## src/rtl/tt_ctrl_sync_if.sv

```systemverilog
// Control-pad and spine-select bundle for tt_ctrl_sync.
// The master drives the pad-level controls and the slave drives the selection outputs.
interface tt_ctrl_sync_if #(
    parameter int N_SIDE = 2,
    parameter int SEL_W  = 10
);
    localparam int SW = $clog2(N_SIDE);

    logic                ctrl_sel_rst_n;
    logic                ctrl_sel_inc;
    logic                ctrl_sel_load;
    logic                ctrl_sel_data;
    logic                ctrl_ena;
    logic [SEL_W-1:0]    sel_addr;
    logic [SEL_W-SW-1:0] spine_sel;
    logic [SW-1:0]       side_sel;
    logic [N_SIDE-1:0]   side_ena;
    logic                busy;

    modport master (
        output ctrl_sel_rst_n, ctrl_sel_inc, ctrl_sel_load, ctrl_sel_data, ctrl_ena,
        input  sel_addr, spine_sel, side_sel, side_ena, busy
    );

    modport slave (
        input  ctrl_sel_rst_n, ctrl_sel_inc, ctrl_sel_load, ctrl_sel_data, ctrl_ena,
        output sel_addr, spine_sel, side_sel, side_ena, busy
    );
endinterface

```

## src/rtl/tt_ctrl_sync.sv

```systemverilog
// Clocked spine/side selection with resynchronised pads, serial address load
// and a break-before-make guard interval on every selection change.
module tt_ctrl_sync #(
    parameter int N_SIDE   = 2,
    parameter int SEL_W    = 10,
    parameter int SIDE_LSB = 5,
    parameter int GUARD    = 4
) (
    input  logic          clk,
    input  logic          rst,
    tt_ctrl_sync_if.slave bus
);
    localparam int SW = $clog2(N_SIDE);
    localparam int GW = $clog2(GUARD + 1);
    localparam logic [GW-1:0] GUARD_LD = GW'(GUARD - 1);

    // state  | meaning
    // IDLE   | design disabled, all spines off
    // GUARD  | break-before-make interval, all spines off
    // ACTIVE | exactly one spine enabled on side_sel
    typedef enum logic [1:0] {
        ST_IDLE   = 2'd0,
        ST_GUARD  = 2'd1,
        ST_ACTIVE = 2'd2
    } state_t;

    logic [4:0]        w_pad;
    logic [4:0]        r_meta;
    logic [4:0]        r_sync;
    logic              r_inc_q;
    logic              r_ena_q;
    logic              w_sel_rst_n_s;
    logic              w_inc_s;
    logic              w_load_s;
    logic              w_data_s;
    logic              w_ena_s;
    logic              w_inc_rise;
    logic              w_chg;
    logic [SEL_W-1:0]  r_addr;
    logic [SEL_W-1:0]  w_addr_nxt;
    state_t            r_state;
    state_t            w_state_nxt;
    logic [GW-1:0]     r_guard_cnt;
    logic [GW-1:0]     w_guard_cnt_nxt;
    logic [N_SIDE-1:0] r_side_ena;
    logic [N_SIDE-1:0] w_side_ena_nxt;
    logic              r_busy;

    assign w_pad = {bus.ctrl_ena, bus.ctrl_sel_data, bus.ctrl_sel_load,
                    bus.ctrl_sel_inc, bus.ctrl_sel_rst_n};

    always_ff @(posedge clk or posedge rst) begin
        if (rst) begin
            r_meta  <= '0;
            r_sync  <= '0;
            r_inc_q <= 1'b0;
            r_ena_q <= 1'b0;
        end else begin
            r_meta  <= w_pad;
            r_sync  <= r_meta;
            r_inc_q <= r_sync[1];
            r_ena_q <= r_sync[4];
        end
    end

    assign w_sel_rst_n_s = r_sync[0];
    assign w_inc_s       = r_sync[1];
    assign w_load_s      = r_sync[2];
    assign w_data_s      = r_sync[3];
    assign w_ena_s       = r_sync[4];
    assign w_inc_rise    = w_inc_s & ~r_inc_q;

    always_comb begin
        w_addr_nxt = r_addr;
        if (!w_sel_rst_n_s) begin
            w_addr_nxt = '0;
        end else if (w_inc_rise && w_load_s) begin
            w_addr_nxt = {r_addr[SEL_W-2:0], w_data_s};
        end else if (w_inc_rise) begin
            w_addr_nxt = r_addr + SEL_W'(1);
        end
    end

    // Rewriting the same address is not a selection change.
    assign w_chg = (w_addr_nxt != r_addr) || (r_ena_q && !w_ena_s);

    always_comb begin
        w_state_nxt     = r_state;
        w_guard_cnt_nxt = r_guard_cnt;
        case (r_state)
            ST_IDLE: begin
                if (w_ena_s) begin
                    w_state_nxt     = ST_GUARD;
                    w_guard_cnt_nxt = GUARD_LD;
                end
            end
            ST_GUARD: begin
                if (w_chg || !w_ena_s) begin
                    w_guard_cnt_nxt = GUARD_LD;
                    if (!w_ena_s) begin
                        w_state_nxt = ST_IDLE;
                    end
                end else if (r_guard_cnt == '0) begin
                    w_state_nxt = ST_ACTIVE;
                end else begin
                    w_guard_cnt_nxt = r_guard_cnt - GW'(1);
                end
            end
            ST_ACTIVE: begin
                if (!w_ena_s) begin
                    w_state_nxt = ST_IDLE;
                end else if (w_chg) begin
                    w_state_nxt     = ST_GUARD;
                    w_guard_cnt_nxt = GUARD_LD;
                end
            end
            default: begin
                w_state_nxt     = ST_IDLE;
                w_guard_cnt_nxt = '0;
            end
        endcase
    end

    // Decoding from next state and next address keeps the enable off a stale side.
    always_comb begin
        w_side_ena_nxt = '0;
        if (w_state_nxt == ST_ACTIVE) begin
            w_side_ena_nxt[w_addr_nxt[SIDE_LSB +: SW]] = 1'b1;
        end
    end

    always_ff @(posedge clk or posedge rst) begin
        if (rst) begin
            r_state     <= ST_IDLE;
            r_guard_cnt <= '0;
            r_addr      <= '0;
            r_side_ena  <= '0;
            r_busy      <= 1'b0;
        end else begin
            r_state     <= w_state_nxt;
            r_guard_cnt <= w_guard_cnt_nxt;
            r_addr      <= w_addr_nxt;
            r_side_ena  <= w_side_ena_nxt;
            r_busy      <= (w_state_nxt == ST_GUARD);
        end
    end

    assign bus.sel_addr = r_addr;
    assign bus.side_sel = r_addr[SIDE_LSB +: SW];
    assign bus.side_ena = r_side_ena;
    assign bus.busy     = r_busy;

    for (genvar g = 0; g < SEL_W - SW; g++) begin : g_spine
        assign bus.spine_sel[g] = r_addr[(g < SIDE_LSB) ? g : g + SW];
    end
endmodule

```

## src/flat_wrapper.sv

```systemverilog
// flat-port wrapper written by rule: the top's interface ports become plain ports
module tt_ctrl_sync_flat 
#(
    parameter int N_SIDE   = 2,
    parameter int SEL_W    = 10,
    parameter int SIDE_LSB = 5,
    parameter int GUARD    = 4
)
  (clk, rst, bus_ctrl_sel_rst_n, bus_ctrl_sel_inc, bus_ctrl_sel_load, bus_ctrl_sel_data, bus_ctrl_ena, bus_sel_addr, bus_spine_sel, bus_side_sel, bus_side_ena, bus_busy);
  tt_ctrl_sync_if #(.N_SIDE(N_SIDE), .SEL_W(SEL_W)) bus_i ();
  input  logic clk;
  input  logic rst;
  input wire logic [$bits(bus_i.ctrl_sel_rst_n)-1:0] bus_ctrl_sel_rst_n;
  input wire logic [$bits(bus_i.ctrl_sel_inc)-1:0] bus_ctrl_sel_inc;
  input wire logic [$bits(bus_i.ctrl_sel_load)-1:0] bus_ctrl_sel_load;
  input wire logic [$bits(bus_i.ctrl_sel_data)-1:0] bus_ctrl_sel_data;
  input wire logic [$bits(bus_i.ctrl_ena)-1:0] bus_ctrl_ena;
  output wire logic [$bits(bus_i.sel_addr)-1:0] bus_sel_addr;
  output wire logic [$bits(bus_i.spine_sel)-1:0] bus_spine_sel;
  output wire logic [$bits(bus_i.side_sel)-1:0] bus_side_sel;
  output wire logic [$bits(bus_i.side_ena)-1:0] bus_side_ena;
  output wire logic [$bits(bus_i.busy)-1:0] bus_busy;
  assign bus_i.ctrl_sel_rst_n = bus_ctrl_sel_rst_n;
  assign bus_i.ctrl_sel_inc = bus_ctrl_sel_inc;
  assign bus_i.ctrl_sel_load = bus_ctrl_sel_load;
  assign bus_i.ctrl_sel_data = bus_ctrl_sel_data;
  assign bus_i.ctrl_ena = bus_ctrl_ena;
  assign bus_sel_addr = bus_i.sel_addr;
  assign bus_spine_sel = bus_i.spine_sel;
  assign bus_side_sel = bus_i.side_sel;
  assign bus_side_ena = bus_i.side_ena;
  assign bus_busy = bus_i.busy;
  tt_ctrl_sync #(.N_SIDE(N_SIDE), .SEL_W(SEL_W), .SIDE_LSB(SIDE_LSB), .GUARD(GUARD)) u_core (.clk(clk), .rst(rst), .bus(bus_i));
endmodule
```

## config.mk

```make
export PLATFORM = sky130hd
export DESIGN_NAME = tt_ctrl_sync_flat
export DESIGN_NICKNAME = d
export VERILOG_FILES = /design/src/rtl/tt_ctrl_sync_if.sv /design/src/rtl/tt_ctrl_sync.sv /design/src/flat_wrapper.sv
export SDC_FILE = /design/constraint.sdc
export NUM_CORES = 1
export LEC_CHECK = 0
export CORE_AREA = 5 5 66 68
export CTS_CLUSTER_DIAMETER = 60
export CTS_CLUSTER_SIZE = 25
export DETAILED_ROUTE_END_ITERATION = 8
export DIE_AREA = 0 0 71 73
export PLACE_DENSITY = 0.72
export SLEW_MARGIN = 10
export SYNTH_ARGS = -nofsm -noshare
export SYNTH_HDL_FRONTEND = slang
export SYNTH_SLANG_ARGS = --single-unit
```

## constraint.sdc

```tcl
create_clock -name clk -period 2.5 [get_ports clk]
set_input_delay 0.5 -clock clk [delete_from_list [all_inputs] [get_ports clk]]
set_output_delay 0.5 -clock clk [all_outputs]
set_load 0.005 [all_outputs]
```

==> results of run 1 <==
-- cell usage after synthesis (2+ instances only) --
cell type and count:
dfrtp_1 30, nand3b_1 2, o32ai_1 2, ha_1 3
a2bb2oi_1 3, nor2b_1 3, buf_2 7, o21ai_1 2
a31oi_1 3, and2_1 2, o21ai_0 7, nor3_1 5
a21oi_1 10, inv_1 14, o211ai_1 3, buf_4 11
nand3_1 5, o22ai_1 2, nor2_1 15, a211oi_1 2
a22oi_1 2, nand2_1 11, nand2b_1 5, clkbuf_1 4
a21boi_0 3, o2111ai_1 2, xnor2_1 2
-- per-layer routing --
layer | global-route usage | vias to the layer above | wire length [um]
li1 | - | 681 | -
met1 | 0.205 | 701 | 1600
met2 | 0.263 | 74 | 1830
met3 | 0.0551 | 11 | 308
met4 | 0.0522 | 0 | 65
met5 | 0 | - | 0
-- layout make-up --
| class | instances | area share |
|---|---|---|
| Timing Repair Buffer | 36 | 0.166 |
| Clock buffer | 7 | 0.0418 |
| Sequential cell | 30 | 0.363 |
| Tap cell | 50 | 0.0303 |
| Inverter | 14 | 0.0254 |
| Clock inverter | 1 | 0.00242 |
| Multi-Input combinational cell | 118 | 0.371 |
-- cells by family (layout without fill, tap and decap cells) --
kind of cell,after synthesis,after routing
simple gates,58,58
compound gates,53,53
mux,2,2
fa+ha+maj,3,3
flops,30,30
buf+inv,36,58
xor+xnor,2,2
-- through the flow --
| stage | cell area (um2) | worst slack [ns] | instances | hold slack, ns |
|---|---|---|---|---|
| 2_1_floorplan | 1700 | 0.479 | 184 | 0.331 |
| 3_3_place_gp | 1970 | 0.357 | 248 | 0.332 |
| 3_5_place_dp | 1970 | 0.247 | 248 | 0.336 |
| 4_1_cts | 2070 | 0.225 | 256 | 0.349 |
| 5_1_grt | 2070 | 0.0316 | 256 | 0.355 |
| 6_report | 2070 | 0.198 | 256 | 0.347 |
-- worst min-delay path by stage --
stage               slack, ns  cells after the start        startpoint               end
floorplan                0.33                      0  u_core.r_meta[0]  u_core.r_sync[0]
global placement         0.33                      0  u_core.r_meta[3]  u_core.r_sync[3]
detailed placement       0.34                      0  u_core.r_meta[3]  u_core.r_sync[3]
CTS                      0.35                      0  u_core.r_meta[0]  u_core.r_sync[0]
global route             0.36                      0  u_core.r_meta[0]  u_core.r_sync[0]
finish                   0.35                      0  u_core.r_meta[3]  u_core.r_sync[3]
-- power breakdown --
group          internal, mW  switching [mW]
combinational        0.0595          0.0636
sequential            0.503          0.0169
clock                 0.222           0.182
-- registers in the layout, summed over array words and instances (netlist names) --
name / count
u_core.r_state: 2
u_core.r_inc_q: 1
u_core.r_meta: 5
u_core.r_guard_cnt: 3
u_core.r_ena_q: 1
u_core.r_sync: 5
u_core.bus.busy: 1
u_core.bus.side_ena: 2
u_core.bus.sel_addr: 10
-- worst reg2reg max path, stage by stage, from the launching register on --
cell       delay [ns]
dfrtp_1          0.57
nand4b_1         0.22
nor2_1           0.18
nand2_1          0.16
o311ai_2         0.43
or3_4            0.23
a2bb2oi_1        0.23
a2bb2oi_1        0.20
==> impl_metrics.csv, run 1 <==
group,metric,value,unit
outcome,status,"completed",
finish,nets,215,
logic_synthesis,yosysSeqAreaShare,0.441,
logic_synthesis,yosysWarnings,0,
logic_synthesis,syn_inst,184,
flow_run,drv_cap,0,
logic_synthesis,synth_top_family_by_area,"compound AO/OA/AOI/OAI gates",
placement,dp_hpwl,2720,um
cts,clkTransAtPathRegs,0.07,ns
sta,slew_headroom,0.623,
cts,tritoncts,"yes",
global_routing,grt_first_pass_wirelength,6780,um
logic_synthesis,synth-simple-area-share,0.186,
finish,area_delta_synth_final,21.4,%
global_routing,antenna_found_initial,0,
sta,setup_viol,0,
finish,final_common_cell,"dfrtp_1",
pwr,power_density,507,nW/um2
floorplanning,fp.dieArea,5180,um2
cts,ctsHoldBuffers,0,
setup_path,crit_required,2.70,ns
logic_synthesis,synthAdderAreaFrac,0.0221,
cts,post_cts.repair.setup_buffers,0,
floorplanning,start_util,0.448,
routing,vias,1467,
finish,fin_util,0.544,
setup_path,crit_cells,7,
setup_path,path_cells,"nand4b_1 -> nor2_1 -> nand2_1 -> o311ai_2 -> or3_4 -> a2bb2oi_1 -> a2bb2oi_1",
setup_path,critical_path.top_delay_family,"compound AO/OA/AOI/OAI gates",
logic_synthesis,synth_flop_cell,"dfrtp_1",
logic_synthesis,syn_area,1700,um2
global_routing,grt_max_degree,31,
setup_path,arrival,2.50,ns
logic_synthesis,synth_edf_count,0,
sta,finClkSkew,0.00595,ns
floorplanning,fp.dieH,73,um
setup_path,worstSetupStartpointType,"flip-flop",
routing,first_pass_iters,4,
cts,clock_latency,0.28,ns
finish,seqCellArea,751,um2
cts,clock-root-buffer,"clkbuf_8",
finish,nFillCells,332,
cts,htree_levels,2,
logic_synthesis,synth_area_leaders,"dfrtp_1, buf_4, nor2_1",
setup_path,slowest_delay,0.57,ns
sta,hold_violations,0,
setup_path,cp-endpoint,"u_core.r_guard_cnt[1]",
routing,first_iter_violations,101,
sta,tightest_slew,0.562,ns
worst_hold_path,hp-class,"reg -> reg",
cts,cts_resized,0,
placement,gp_congestion,0.914,
global_routing,grt_usage,0.162,
sta,fmax,434,MHz
sta,setup_tns,0,ns
routing,wl_per_cell,14.9,um
finish,drive_gt1_frac,0.102,
logic_synthesis,synth-xor-area-share,0.0103,
logic_synthesis,yosysTopAreaCell,"dfrtp_1",
cts,cts_buffers,5,
floorplanning,row_count,23,
logic_synthesis,syn_area_per_cell,9.25,um2
routing,ant_nets,0,
floorplanning,io_pins,30,
setup_path,crit_buf_inv,0,
pwr,peakVddDrop,365,uV
setup_path,reg2reg_from,"u_core.bus.sel_addr[2]",
logic_synthesis,syn-num-nets,194,
logic_synthesis,synth_mux_area_frac,0.0125,
global_routing,grt_pass1_vias,1439,
sta,post-route-period-util,0.921,
routing,wirelength,3810,um
setup_path,cp_max_fo,13,
floorplanning,die_w,71,um
sta,drv_slew,0,
logic_synthesis,synth_compound_area_frac,0.219,
placement,io_buffers,29,
setup_path,slowest_stage,"dfrtp_1",
finish,final_cell_mix,"dfrtp_1, clkdlybuf4s50_1, nor2_1",
global_routing,overflow,0,
floorplanning,fp.coreArea,3800,um2
logic_synthesis,synth_seq_cells,30,
pwr,leakagePower,0.840,nW
pwr,p_total,1.05,mW
finish,num_antenna_cells,0,
cts,cts_buffer_depth,2,
routing,drc,0,
setup_path,end_kind,"flip-flop",
setup_path,worstRegToRegCells,7,
routing,post_drt_via_cell_ratio,5.73,
cts,cts_sinks,30,
setup_path,crit_start,"u_core.bus.sel_addr[2]",
setup_path,critPathKind,"reg -> reg",
setup_path,r2r_slack,0.20,ns
logic_synthesis,synth_top_area_share,0.441,
sta,min_period,2.30,ns
finish,multiInputGateArea,766,um2
logic_synthesis,async_reset_ff_frac,1.00,
sta,rsz0062_at_grt,"false",
setup_path,cpMostUsedCell,"a2bb2oi_1",
logic_synthesis,netlist-cell-type-count,51,
setup_path,r2r_end,"u_core.r_guard_cnt[1]",
(Power assumes the default switching activity.)
==> inputs of run 2 (changes only) <==
- HOLD_SLACK_MARGIN: default -> 0.06
- clock period: 2.5 -> 2.85 ns (I/O delays scaled with it)
==> impl_metrics.csv, run 2 (synthesis results as in run 1) <==
group,metric,value,unit
cts,post_cts.repair.setup_buffers,0,
sta,min_period,2.45,ns
cts,htree_levels,2,
pwr,p_total,0.898,mW
finish,final_cell_mix,"dfrtp_1, clkdlybuf4s50_1, nor2_1",
floorplanning,fp.dieArea,5180,um2
routing,ant_nets,0,
sta,finClkSkew,0.00900,ns
setup_path,cp_max_fo,16,
finish,num_antenna_cells,0,
cts,tritoncts,"yes",
floorplanning,row_count,23,
placement,dp_slack,0.439,ns
floorplanning,fp.coreArea,3800,um2
sta,tightest_slew,0.606,ns
placement,io_buffers,29,
global_routing,grt_usage,0.155,
cts,cts_buffers,5,
setup_path,crit_required,3.02,ns
pwr,switching_share,0.266,
finish,drive_gt1_frac,0.0846,
global_routing,grt_first_pass_wirelength,6310,um
cts,clock_latency,0.29,ns
routing,first_pass_iters,7,
routing,drc,0,
floorplanning,io_pins,30,
global_routing,grt_pass1_vias,1371,
sta,slew_headroom,0.596,
sta,fmax,408,MHz
cts,ctsHoldBuffers,0,
setup_path,end_kind,"flip-flop",
global_routing,grt_max_degree,31,
global_routing,met1_usage,0.198,
setup_path,critPathKind,"reg -> reg",
routing,wl_per_cell,14.7,um
finish,multiInputGateArea,766,um2
pwr,p_int,0.659,mW
setup_path,reg2reg_from,"u_core.r_sync[2]",
pwr,p_sw,0.239,mW
sta,setup_tns,0,ns
setup_path,worstSetupStartpointType,"flip-flop",
sta,fin_ws,0.399,ns
worst_hold_path,hp-start,"u_core.r_meta[2]",
pwr,peakVddDrop,311,uV
sta,drv_slew,0,
global_routing,top_usage_layer,"met2",
placement,dp_hpwl,2580,um
global_routing,gr-usage-met3,0.0482,
routing,post_drt_via_cell_ratio,5.68,
routing,wirelength,3690,um
worst_hold_path,hold_depth,0,
flow_run,drv_cap,0,
finish,area_delta_synth_final,19.1,%
cts,cts_resized,0,
setup_path,crit_start,"u_core.r_sync[2]",
global_routing,antenna_found_initial,0,
placement,dpl.cell_count,243,
pwr,p_clk_frac,0.380,
global_routing,grtUsageMet2,0.242,
finish,final_common_cell,"dfrtp_1",
global_routing,overflow,0,
finish,nets,210,
cts,clkTransAtPathRegs,0.07,ns
setup_path,worstRegToRegCells,7,
floorplanning,fp.dieH,73,um
routing,first_iter_violations,131,
setup_path,r2r_slack,0.40,ns
pwr,pwr-share-seq,0.516,
placement,gp_congestion,0.905,
sta,post-route-period-util,0.860,
setup_path,arrival,2.62,ns
cts,clock-root-buffer,"clkbuf_8",
sta,holdWs,0.343,ns
cts,cts_buffer_depth,2,
floorplanning,start_util,0.448,
sta,rsz0062_at_grt,"false",
pwr,pwr-share-comb,0.104,
setup_path,r2r_end,"u_core.r_guard_cnt[2]",
pwr,power_density,443,nW/um2
finish,seqCellArea,751,um2
sta,hold_violations,0,
worst_hold_path,hold_end,"u_core.r_sync[2]",
outcome,status,"completed",
finish,layout.cells.non_filler,251,
finish,nFillCells,341,
pwr,leakagePower,0.810,nW
floorplanning,die_w,71,um
cts,cts_sinks,30,
sta,setup_viol,0,
routing,vias,1426,
finish,largest_reg_flops,10,
worst_hold_path,hp-class,"reg -> reg",
run 2: cell types whose count changed in the layout (fill, tap and decap cells not counted), sizes merged:
cell / change
buf: -5
clkinv: +1
clkbuf: -2
clkinvlp: +1
run 2: layer usage:
layer / vias to the layer above / part of all wire
met2: 50 / 0.49
met3: 6 / 0.063
met5: - / 0
met1: 700 / 0.43
met4: 0 / 0.016
li1: 670 / -
run 2: worst max path at each step:
| stage | to | slack [ns] |
|---|---|---|
| 6_report | u_core.r_guard_cnt[2] | 0.40 |
| 5_1_grt | u_core.r_guard_cnt[2] | 0.16 |
| 4_1_cts | u_core.r_guard_cnt[2] | 0.42 |
| 3_5_place_dp | u_core.r_guard_cnt[2] | 0.44 |
| 3_3_place_gp | u_core.r_guard_cnt[1] | 0.58 |
| 2_1_floorplan | u_core.r_guard_cnt[1] | 0.83 |
run 2: final cells by class:
type                            count  share of cell area
Clock buffer                        5              0.0340
Clock inverter                      3              0.0105
Inverter                           14              0.0259
Multi-Input combinational cell    118               0.378
Sequential cell                    30               0.370
Tap cell                           50              0.0309
Timing Repair Buffer               31               0.151
run 2: stage by stage:
stage,util,instance area (um2)
detailed placement,0.510,1940
global route,0.534,2030
global placement,0.510,1940
CTS,0.534,2030
floorplan,-,1700
finish,0.534,2030
run 2: critical path, cell delays in order (launching register included):
cell and delay (ns):
dfrtp_1 0.62, and3b_1 0.37, o21ai_2 0.13, nor4_4 0.28, o311ai_2 0.15, o31ai_1 0.44
a2bb2oi_1 0.15, o32ai_1 0.18
run 2: power by group through the flow:
| stage | registers, mW | clock network, mW | logic [mW] |
|---|---|---|---|
| global placement | 0.469 | 0 | 0.0906 |
| detailed placement | 0.470 | 0 | 0.0929 |
| global route | 0.466 | 0.376 | 0.103 |
| finish | 0.463 | 0.341 | 0.0929 |
| floorplan | 0.458 | 0 | 0.0728 |
| CTS | 0.463 | 0.350 | 0.0934 |
